**config.mk**
```make
export PLATFORM = sky130hd
export DESIGN_NAME = up_hst_bridge
export DESIGN_NICKNAME = d
export VERILOG_FILES = /design/src/rtl/up_hst_bridge_pkg.sv /design/src/rtl/up_hst_bridge_tmo_cnt.sv /design/src/rtl/up_hst_bridge.sv
export SDC_FILE = /design/constraint.sdc
export NUM_CORES = 1
export LEC_CHECK = 0
export ABC_AREA = 1
export BUFFER_PORTS_ARGS = -buffer_cell sky130_fd_sc_hd__clkbuf_2
export CAP_MARGIN = 20
export CORE_UTILIZATION = 45
export CTS_BUF_LIST = sky130_fd_sc_hd__clkbuf_2
export DETAILED_ROUTE_END_ITERATION = 16
export GPL_ROUTABILITY_DRIVEN = 0
export PLACE_DENSITY = 0.78
export SETUP_SLACK_MARGIN = 0.2
export SYNTH_ARGS = -nofsm -noshare
export SYNTH_HDL_FRONTEND = slang
export SYNTH_SLANG_ARGS = --single-unit
```
**constraint.sdc**
```tcl
create_clock -name clk -period 2.17 [get_ports clk]
set_input_delay 0.5425 -clock clk [delete_from_list [all_inputs] [get_ports clk]]
set_output_delay 0.5425 -clock clk [all_outputs]
set_load 0.01 [all_outputs]
```
**src/rtl/up_hst_bridge_pkg.sv**
```systemverilog
// -----------------------------------------------------------------------------
// up_hst_bridge_pkg
// Shared definitions for the host-to-up-protocol bridge:
//   - state_t   : 2-bit FSM state encoding (IDLE, STRB, WAIT, FLUSH)
//   - FLUSH_LEN : number of cycles spent discarding late uprdy after a timeout
//   - TMO_W     : width of the timeout down-counter
// -----------------------------------------------------------------------------
package up_hst_bridge_pkg;

    typedef enum logic [1:0] {
        S_IDLE  = 2'b00,
        S_STRB  = 2'b01,
        S_WAIT  = 2'b10,
        S_FLUSH = 2'b11
    } state_t;

    localparam logic [1:0] FLUSH_LEN = 2'd2;
    localparam int         TMO_W     = 16;

endpackage

```
**src/rtl/up_hst_bridge_tmo_cnt.sv**
```systemverilog
// -----------------------------------------------------------------------------
// up_hst_bridge_tmo_cnt
// Loadable down-counter used as the transaction timeout.
// Ports:
//   clk, rst_n : clock, asynchronous active-low reset
//   clr        : force count to zero (highest priority)
//   load       : load load_val
//   en         : decrement by one (saturates at zero)
//   load_val   : value loaded on load
//   expire     : count is zero
// -----------------------------------------------------------------------------
module up_hst_bridge_tmo_cnt #(
    parameter int W = 16
) (
    input  logic         clk,
    input  logic         rst_n,
    input  logic         clr,
    input  logic         load,
    input  logic         en,
    input  logic [W-1:0] load_val,
    output logic         expire
);

    logic [W-1:0] cnt;

    always_ff @(posedge clk or negedge rst_n) begin
        if (!rst_n) begin
            cnt <= '0;
        end else if (clr) begin
            cnt <= '0;
        end else if (load) begin
            cnt <= load_val;
        end else if (en && (cnt != '0)) begin
            cnt <= cnt - W'(1);
        end
    end

    assign expire = (cnt == '0);

endmodule

```
**src/rtl/up_hst_bridge.sv**
```systemverilog
// -----------------------------------------------------------------------------
// up_hst_bridge
// Bridges single-word host read/write commands onto the up-protocol used by
// configuration-RAM macros and register slaves. One transaction in flight.
// Ports:
//   clk, rst_n           : clock, asynchronous active-low reset
//   hst_req/wr/addr/wdat : host command (strobe, direction, {index,addr}, data)
//   hst_busy             : transaction in progress or flush pending
//   hst_ack/rdat/err     : one-cycle completion, read data, error flag
//   upen                 : one-hot slave enable
//   upa/upws/uprs/updi   : shared slave address, write/read strobes, data
//   updo/uprdy           : per-slave read data and ready
// All outputs are registered and reset to zero.
// -----------------------------------------------------------------------------
module up_hst_bridge
    import up_hst_bridge_pkg::*;
#(
    parameter int G_ADDR  = 10,
    parameter int G_WIDTH = 32,
    parameter int G_SBIT  = 2,
    parameter int G_NSLV  = 4,
    parameter int G_TMO   = 64
) (
    input  logic                        clk,
    input  logic                        rst_n,
    input  logic                        hst_req,
    input  logic                        hst_wr,
    input  logic [G_ADDR+G_SBIT-1:0]    hst_addr,
    input  logic [G_WIDTH-1:0]          hst_wdat,
    output logic                        hst_busy,
    output logic                        hst_ack,
    output logic [G_WIDTH-1:0]          hst_rdat,
    output logic                        hst_err,
    output logic [G_NSLV-1:0]           upen,
    output logic [G_ADDR-1:0]           upa,
    output logic                        upws,
    output logic                        uprs,
    output logic [G_WIDTH-1:0]          updi,
    input  logic [G_NSLV*G_WIDTH-1:0]   updo,
    input  logic [G_NSLV-1:0]           uprdy
);

    state_t              state, state_nxt;
    logic                busy_nxt, ack_nxt, err_nxt, ws_nxt, rs_nxt;
    logic                wr_q, wr_nxt;
    logic [G_WIDTH-1:0]  rdat_nxt, updi_nxt, do_sel;
    logic [G_NSLV-1:0]   upen_nxt, req_sel;
    logic [G_ADDR-1:0]   upa_nxt;
    logic [1:0]          fcnt, fcnt_nxt;
    logic                rdy_sel;
    logic                tmo_load, tmo_en, tmo_clr, tmo_exp;
    logic [G_SBIT-1:0]   req_idx;

    assign req_idx = hst_addr[G_ADDR+G_SBIT-1:G_ADDR];

    // An index >= G_NSLV yields an all-zero select, which doubles as the
    // decode-error indication.
    always_comb begin
        req_sel = '0;
        for (int k = 0; k < G_NSLV; k++) begin
            req_sel[k] = (req_idx == k[G_SBIT-1:0]);
        end
    end

    // upen is held one-hot for the whole access, so it selects the slave
    // whose ready/data are observed; every other slave is masked off.
    always_comb begin
        rdy_sel = 1'b0;
        do_sel  = '0;
        for (int k = 0; k < G_NSLV; k++) begin
            if (upen[k]) begin
                rdy_sel = rdy_sel | uprdy[k];
                do_sel  = do_sel | updo[k*G_WIDTH +: G_WIDTH];
            end
        end
    end

    // STRB is cycle 1 of the timeout window, so the counter is loaded with
    // G_TMO-1 and reaches zero on cycle G_TMO.
    up_hst_bridge_tmo_cnt #(
        .W (TMO_W)
    ) u_tmo (
        .clk      (clk),
        .rst_n    (rst_n),
        .clr      (tmo_clr),
        .load     (tmo_load),
        .en       (tmo_en),
        .load_val (TMO_W'(G_TMO - 1)),
        .expire   (tmo_exp)
    );

    always_comb begin
        state_nxt = state;
        busy_nxt  = hst_busy;
        ack_nxt   = 1'b0;
        err_nxt   = hst_err;
        rdat_nxt  = hst_rdat;
        upen_nxt  = upen;
        upa_nxt   = upa;
        updi_nxt  = updi;
        ws_nxt    = 1'b0;
        rs_nxt    = 1'b0;
        wr_nxt    = wr_q;
        fcnt_nxt  = fcnt;
        tmo_load  = 1'b0;
        tmo_en    = 1'b0;
        tmo_clr   = 1'b0;

        case (state)
            S_IDLE: begin
                if (hst_req) begin
                    if (req_sel == '0) begin
                        ack_nxt  = 1'b1;
                        err_nxt  = 1'b1;
                        rdat_nxt = '0;
                    end else begin
                        state_nxt = S_STRB;
                        busy_nxt  = 1'b1;
                        upen_nxt  = req_sel;
                        upa_nxt   = hst_addr[G_ADDR-1:0];
                        updi_nxt  = hst_wdat;
                        ws_nxt    = hst_wr;
                        rs_nxt    = ~hst_wr;
                        wr_nxt    = hst_wr;
                        tmo_load  = 1'b1;
                    end
                end
            end

            S_STRB: begin
                state_nxt = S_WAIT;
                tmo_en    = 1'b1;
            end

            S_WAIT: begin
                // Ready wins over expiry when both land on the same cycle.
                if (rdy_sel) begin
                    state_nxt = S_IDLE;
                    busy_nxt  = 1'b0;
                    ack_nxt   = 1'b1;
                    err_nxt   = 1'b0;
                    rdat_nxt  = wr_q ? '0 : do_sel;
                    upen_nxt  = '0;
                    tmo_clr   = 1'b1;
                end else if (tmo_exp) begin
                    state_nxt = S_FLUSH;
                    ack_nxt   = 1'b1;
                    err_nxt   = 1'b1;
                    rdat_nxt  = '0;
                    upen_nxt  = '0;
                    fcnt_nxt  = '0;
                    tmo_clr   = 1'b1;
                end else begin
                    tmo_en = 1'b1;
                end
            end

            S_FLUSH: begin
                // upen is low here, so any late uprdy is masked by rdy_sel.
                if (fcnt == FLUSH_LEN - 2'd1) begin
                    state_nxt = S_IDLE;
                    busy_nxt  = 1'b0;
                end else begin
                    fcnt_nxt = fcnt + 2'd1;
                end
            end

            default: state_nxt = S_IDLE;
        endcase
    end

    always_ff @(posedge clk or negedge rst_n) begin
        if (!rst_n) begin
            state    <= S_IDLE;
            hst_busy <= 1'b0;
            hst_ack  <= 1'b0;
            hst_err  <= 1'b0;
            hst_rdat <= '0;
            upen     <= '0;
            upa      <= '0;
            updi     <= '0;
            upws     <= 1'b0;
            uprs     <= 1'b0;
            wr_q     <= 1'b0;
            fcnt     <= '0;
        end else begin
            state    <= state_nxt;
            hst_busy <= busy_nxt;
            hst_ack  <= ack_nxt;
            hst_err  <= err_nxt;
            hst_rdat <= rdat_nxt;
            upen     <= upen_nxt;
            upa      <= upa_nxt;
            updi     <= updi_nxt;
            upws     <= ws_nxt;
            uprs     <= rs_nxt;
            wr_q     <= wr_nxt;
            fcnt     <= fcnt_nxt;
        end
    end

endmodule
```
==> out/qor.yml, run 1 <==
worst_setup_path:
  path_cells: "buf_12 -> buf_6"
  cpPeakStageDelay_ns: 0.50
  cp.depth: 2
  cp.arrival_ns: 1.36
  r2r_start: "upen[0]"
  reg2reg_slack_ns: 0.36
  crit_path_end_kind: "primary output"
  r2r_cells: 10
  rr_endpoint: "u_tmo.cnt[4]"
  path_buf_inv: 2
  crit_required_ns: 1.63
  start_kind: "flop"
  cp_slowest_cell: "dfrtp_2"
  critPathKind: "flop to primary output"
  critical_path.top_delay_family: "flip-flops"
  critPathMaxFanout: 2
synth:
  synth_edf_count: 0
  async_flop_share_pct: 100.0
  synth-compound-area-share_pct: 5.296
  synthAdderAreaFrac_pct: 1.564
  syn_nets: 968
  synth_area_per_cell_um2: 7.169
  synth-seq-cells: 104
  synth_top_area_share_pct: 46.48
  yosys-top-cells-count: "nand2_1 (383), dfrtp_1 (104), nand4_1 (57)"
  synthMuxAreaShare_pct: 0
  synth_area_leaders: "dfrtp_1 (46%), nand2_1 (26%), nand4_1 (6.4%)"
  synth_top_family_by_area: "simple AND/OR/NAND/NOR gates"
  syn_inst: 781
  ys.flop_type: "dfrtp_1"
  yosysMostFrequentCell: "nand2_1"
  synth-xor-area-share_pct: 0.3128
  yosys.area_share.simple_pct: 40.47
  seq_area_frac_synth_pct: 46.48
  yosysTopAreaCell: "dfrtp_1"
  ys_types: 26
  syn_area_mm2: 0.005599
  yosysWarnings: 0
pwr:
  p_clk_share_pct: 10.3
  seq_power_share_pct: 34.5
  max-vdd-ir-drop_mv: 0.6314
  switchingPower_mw: 4.231
  power.density_mw_per_mm2: 1170
  p_leak_nw: 4.214
  finalPower_mw: 8.922
  intPower_mw: 4.690
  swShare_pct: 47.43
  comb_power_share_pct: 55.1
global_routing:
  grt.total_usage_pct: 29.15
  grt-ovfl-total: 0
  antenna_found_initial: 0
  grt_max_degree: 77
  grt_pass1_wl_um: 28920
  first_global_vias: 5674
placed_design:
  dp_hpwl_um: 12450
  placed_area_mm2: 0.007106
  dpl.cell_count: 1185
  port_buffers: 262
route:
  wl_met1_um: 7862
  vias: 6286
  drt-initial-drc-count: 695
  drc: 0
  dr.pass1.iters: 5
  topRoutingLayerUsed: "met4"
  routed_wl_um: 18460
  wl_per_cell_um: 15.06
  wl_met2_um: 8842
  avgViaCountPerCell: 5.127
  met3_length_um: 1222
  ant_nets: 0
timing:
  finalSetupTns_ns: 0
  fin_crit_ns: 1.906
  fmax_mhz: 524.8
  fin_crit_sh_pct: 87.82
  tightest_slew_ns: 0.5646
  timing.final.hold_violations: 0
  setup_violations: 0
  fin_skew_ns: 0.06155
  maxSlewViolCount: 0
  grt_setup_unrepaired: "yes"
  relSlewSlack_pct: 62.36
worst_hold_path:
  min_from: "hst_wdat[28]"
  hold-path-endpoint: "updi[28]"
  worst_hold_path_type: "input port to flop"
  hold_path_depth: 3
finish:
  syn2layout_area_growth_pct: 36.20
  nets: 1240
  multi_input_area_mm2: 0.002678
  fin_cells: 1226
  n_antenna_cell: 0
  finalInstanceArea_mm2: 0.007626
  drive_above_1_share_pct: 30.91
  seqCellArea_mm2: 0.002608
  nFillCells: 1099
die:
  die_w_um: 113.5
  core_mm2: 0.01206
  rows: 40
  die_y_um: 113.5
  start_util_pct: 46.42
  die_area_mm2: 0.01289
  top_level_ports: 263
outcome:
  status: "completed"
job:
  drv_cap: 0
clock_tree:
  tritoncts: "built"
  clock_latency_ns: 0.64
  numCtsBuffers: 9
  root_buffer: "clkbuf_2"
  clockBufferDepth: 2
  clock-sinks: 104
  clk_pin_slew_ns: 0.32
  h-tree-depth: 3
[how the worst max path moves through the flow]
stage              from     endpoint  slack (ns)
2_1_floorplan  state[0]  hst_rdat[0]        0.44
3_3_place_gp   state[1]     updi[13]        0.41
3_5_place_dp   state[0]     updi[13]        0.37
4_1_cts         upen[1]      upen[1]        0.20
5_1_grt         upen[1]      upen[1]        0.19
6_report        upen[1]      upen[1]        0.26
[power by group through the flow]
stage	Sequential [mW]	Combinational, mW	Clock [mW]
2_1_floorplan	3.26	2.72	0
3_3_place_gp	3.08	4.42	0
3_5_place_dp	3.07	4.48	0
4_1_cts	3.07	4.85	0.959
5_1_grt	3.17	5.49	1.03
6_report	3.08	4.92	0.922
[sequential cells by signal, indices dropped and copies added (netlist names), 2 cells and up]
register   cells
hst_rdat      32
updi          32
u_tmo.cnt     16
upa           10
upen           4
fcnt           2
state          2
[layout by cell type (no fill, tap or decap), types with 2 or more instances in the layout]
cell,n
nand3_1,46
o21ai_2,5
dlygate4sd3_1,14
nand2_1,382
dfrtp_2,4
buf_6,3
clkinv_1,2
o21ai_1,10
bufbuf_16,4
dfrtp_1,100
a21oi_1,8
inv_8,3
buf_12,8
nand2_2,3
clkbuf_2,267
nand4_1,57
nor2_1,48
nor2_4,2
buf_4,20
ha_1,7
o21ai_0,26
xor2_1,2
inv_1,27
[worst register-to-register path, cell delays in order, from the launching register on]
cell and delay [ns]:
dfrtp_2 0.50, buf_4 0.16, nand2_1 0.08, nand2_1 0.09, nor2_4 0.21, nand2_1 0.11
nand2_1 0.08, nand3_2 0.10, buf_4 0.22, nand4_1 0.10, nand2_1 0.06
[kinds of logic after synthesis]
kind of cell	count (synthesis)
buffers and inverters	75
adder cells (fa/ha/maj)	7
AO/OA/AOI/OAI	52
AND/OR/NAND/NOR	541
XOR/XNOR	2
flip-flops	104
[area by class of cell]
class	count	share of cell area, %
clock buffer	9	0.5906
clock inverter	7	0.9352
inverter	29	1.427
multi-input combinational	602	35.11
sequential	104	34.19
tap	168	2.756
timing repair buffer	307	24.99
[per-stage QoR]
| stage | utilization [%] | worst slack [ns] | hold WS, ns |
|---|---|---|---|
| finish | 63.23 | 0.2644 | 0.05958 |
| global route | 63.23 | 0.1854 | 0.00001904 |
| CTS | 63.01 | 0.1984 | 0.00007627 |
| detailed placement | 58.91 | 0.3748 | 0.4611 |
| global placement | 58.91 | 0.4084 | 0.4536 |
| floorplan | - | 0.4418 | 0.2469 |
[layer usage]
layer,GRT usage [%],vias up
li1,-,3069
met5,0,-
met3,4.357,39
met1,37.98,2876
met2,48.37,302
met4,12.72,0
[timing repair]
action | CTS | global route
setup buffers | 7 | 0
hold endpoints to repair | 48 | 0
gates resized for setup | 16 | 8
hold buffers | 14 | 0
endpoints found under the setup margin | 4 | 5
gates cloned | 4 | 0
pin swaps | 0 | 0
(Power assumes the default switching activity.)
==> inputs of run 2 (changes only) <==
BUFFER_PORTS_ARGS = -buffer_cell sky130_fd_sc_hd__buf_2   (was -buffer_cell sky130_fd_sc_hd__clkbuf_2)
CELL_PAD_IN_SITES_DETAIL_PLACEMENT = 0   (was default)
CELL_PAD_IN_SITES_GLOBAL_PLACEMENT = 2   (was default)
CORE_UTILIZATION = 25   (was 45)
PLACE_DENSITY = 0.79   (was 0.78)
==> out/qor.yml, run 2 (same netlist as run 1, synthesis figures left out) <==
die:
  rows: 54  # +35%
  die_area_mm2: 0.02300  # +78%
  core_mm2: 0.02189  # +81%
  die_y_um: 151.7  # +34%
  top_level_ports: 263  # unchanged
  die_w_um: 151.7  # +34%
  start_util_pct: 25.58  # -21 points
finish:
  nets: 1268  # +2.3%
  syn2layout_area_growth_pct: 44.09
  drive_above_1_share_pct: 30.57  # -0.34 points
  fin_cells: 1367  # +12%
  final_cell_mix: "nand2_1 (382), buf_2 (257), dfrtp_1 (100)"
  final_common_cell: "nand2_1"
  nFillCells: 2445  # +120%
  top_regs: "hst_rdat x32, updi x32, u_tmo.cnt x16"
timing:
  setup_violations: 0  # unchanged
  maxSlewViolCount: 0  # unchanged
  fin_skew_ns: 0.04915  # -0.01240 ns
  timing.final.hold_violations: 0  # unchanged
  fin_crit_sh_pct: 87.51  # -0.31 points
  whs_ns: 0.07834  # +0.01876 ns
  tightest_slew_ns: 0.4039  # -0.1606 ns
  finalSetupTns_ns: 0  # unchanged
  fin_crit_ns: 1.899  # -0.006629 ns
  grt_setup_unrepaired: "yes"
  relSlewSlack_pct: 72.97  # +11 points
  fmax_mhz: 526.6  # +0.35%
clock_tree:
  clockBufferDepth: 2  # unchanged
  clk_pin_slew_ns: 0.33  # about the same
  numCtsBuffers: 9  # unchanged
  tritoncts: "built"
  clock_latency_ns: 0.64  # about the same
  root_buffer: "clkbuf_2"
  clock-sinks: 104  # unchanged
  h-tree-depth: 3  # unchanged
route:
  vias: 6199  # -1.4%
  ant_nets: 0  # unchanged
  drc: 0  # unchanged
  wl_per_cell_um: 15.81  # +5.0%
  avgViaCountPerCell: 4.535  # -12%
  drt-initial-drc-count: 224  # -68%
  dr.pass1.iters: 4  # -1
  routed_wl_um: 21620  # +17%
worst_setup_path:
  crit_path_end_kind: "primary output"
  critPathMaxFanout: 2  # unchanged
  start_kind: "flop"
  r2r_start: "upen[1]"
  cp.arrival_ns: 1.36  # about the same
  startpoint: "upen[2]"
  critPathKind: "flop to primary output"
  crit_required_ns: 1.63  # about the same
  r2r_cells: 11  # +1
pwr:
  swShare_pct: 47.76  # +0.33 points
  p_leak_nw: 4.338  # +2.9%
  p_clk_share_pct: 10.8  # +0.5 points
  finalPower_mw: 9.168  # +2.8%
  switchingPower_mw: 4.378  # +3.5%
  intPower_mw: 4.789  # +2.1%
  comb_power_share_pct: 55.7  # +0.6 points
  seq_power_share_pct: 33.5  # -1.0 points
  power.density_mw_per_mm2: 1136  # -2.9%
  max-vdd-ir-drop_mv: 0.5099  # -19%
global_routing:
  antenna_found_initial: 2  # +2
  first_global_vias: 6032  # +6.3%
  grt.total_usage_pct: 19.12  # -10 points
  grt_pass1_wl_um: 33350  # +15%
  grt-ovfl-total: 0  # unchanged
  grt_max_degree: 59  # -23%
placed_design:
  port_buffers: 262  # unchanged
  dp_hpwl_um: 14610  # +17%
  dpl.cell_count: 1298  # +9.5%
worst_hold_path:
  min_from: "hst_addr[9]"
  worst_hold_path_type: "input port to flop"
  hold_path_depth: 3  # unchanged
outcome:
  status: "completed"
job:
  drv_cap: 0  # unchanged
-- run 2: cell count changes in the layout (fill, tap and decap cells not counted), moves of 3 or more --
| cell | before | now |
|---|---|---|
| inv_8 | 3 | 0 |
| clkinv_8 | 1 | 4 |
| buf_2 | 0 | 257 |
| dlygate4sd3_1 | 14 | 38 |
| buf_4 | 20 | 24 |
| clkbuf_2 | 267 | 9 |
-- run 2: power groups by stage --
stage	Sequential [mW]	Combinational, mW	Clock, mW
after floorplan	3.26	2.72	0
after global placement	3.08	4.67	0
after detailed placement	3.07	4.68	0
after CTS	3.07	5.12	1.06
after global routing	3.17	5.75	1.13
final	3.07	5.11	0.989
-- run 2: layout make-up --
cell class / count / area, um2 / area share [%]
multi-input combinational: 602 / 2683 / 33.25
sequential: 104 / 2608 / 32.32
timing repair buffer: 335 / 2182 / 27.05
tap: 280 / 350.3 / 4.342
inverter: 29 / 108.9 / 1.349
clock inverter: 7 / 88.84 / 1.101
clock buffer: 9 / 45.04 / 0.5583
antenna: 1 / 2.502 / 0.03102
-- run 2: critical path, cell delays in order, from the launching register on --
cell and delay (ns):
dfrtp_2 0.50, buf_12 0.13, buf_6 0.11
-- run 2: final timing paths --
check                                 to  slack, ns
setup / recovery                 upen[2]       0.27
hold / removal                    upa[9]       0.08
setup reg to reg            u_tmo.cnt[3]       0.36
hold reg to reg              hst_rdat[8]       0.51
max in group asynchronous         upa[8]       1.27
min in group asynchronous  u_tmo.cnt[11]       0.29
-- run 2: per-stage QoR --
step | setup slack [ns] | area (um2) | utilization, %
floorplan | 0.4418 | 5599 | -
global route | 0.1546 | 8068 | 36.85
global placement | 0.3456 | 7266 | 33.19
detailed placement | 0.3216 | 7266 | 33.19
CTS | 0.1862 | 7996 | 36.53
finish | 0.2710 | 8068 | 36.85
-- run 2: repair_timing --
action | in CTS | in global routing
gates cloned | 4 | 0
buffers inserted | 9 | 1
hold buffers | 35 | 3
resized for setup | 14 | 6
endpoints found under the setup margin | 4 | 45
endpoints found under the hold margin | 55 | 3
-- run 2: metal layers --
layer	share of wire, %	wire length (um)	vias to the layer above	global-route usage [%]
met1	45	9798	2912	24.71
met3	4.4	956	26	4.102
met4	2.0	423	0	5.099
met2	48	10440	149	32.09
met5	0	0	-	0
li1	-	-	3112	-
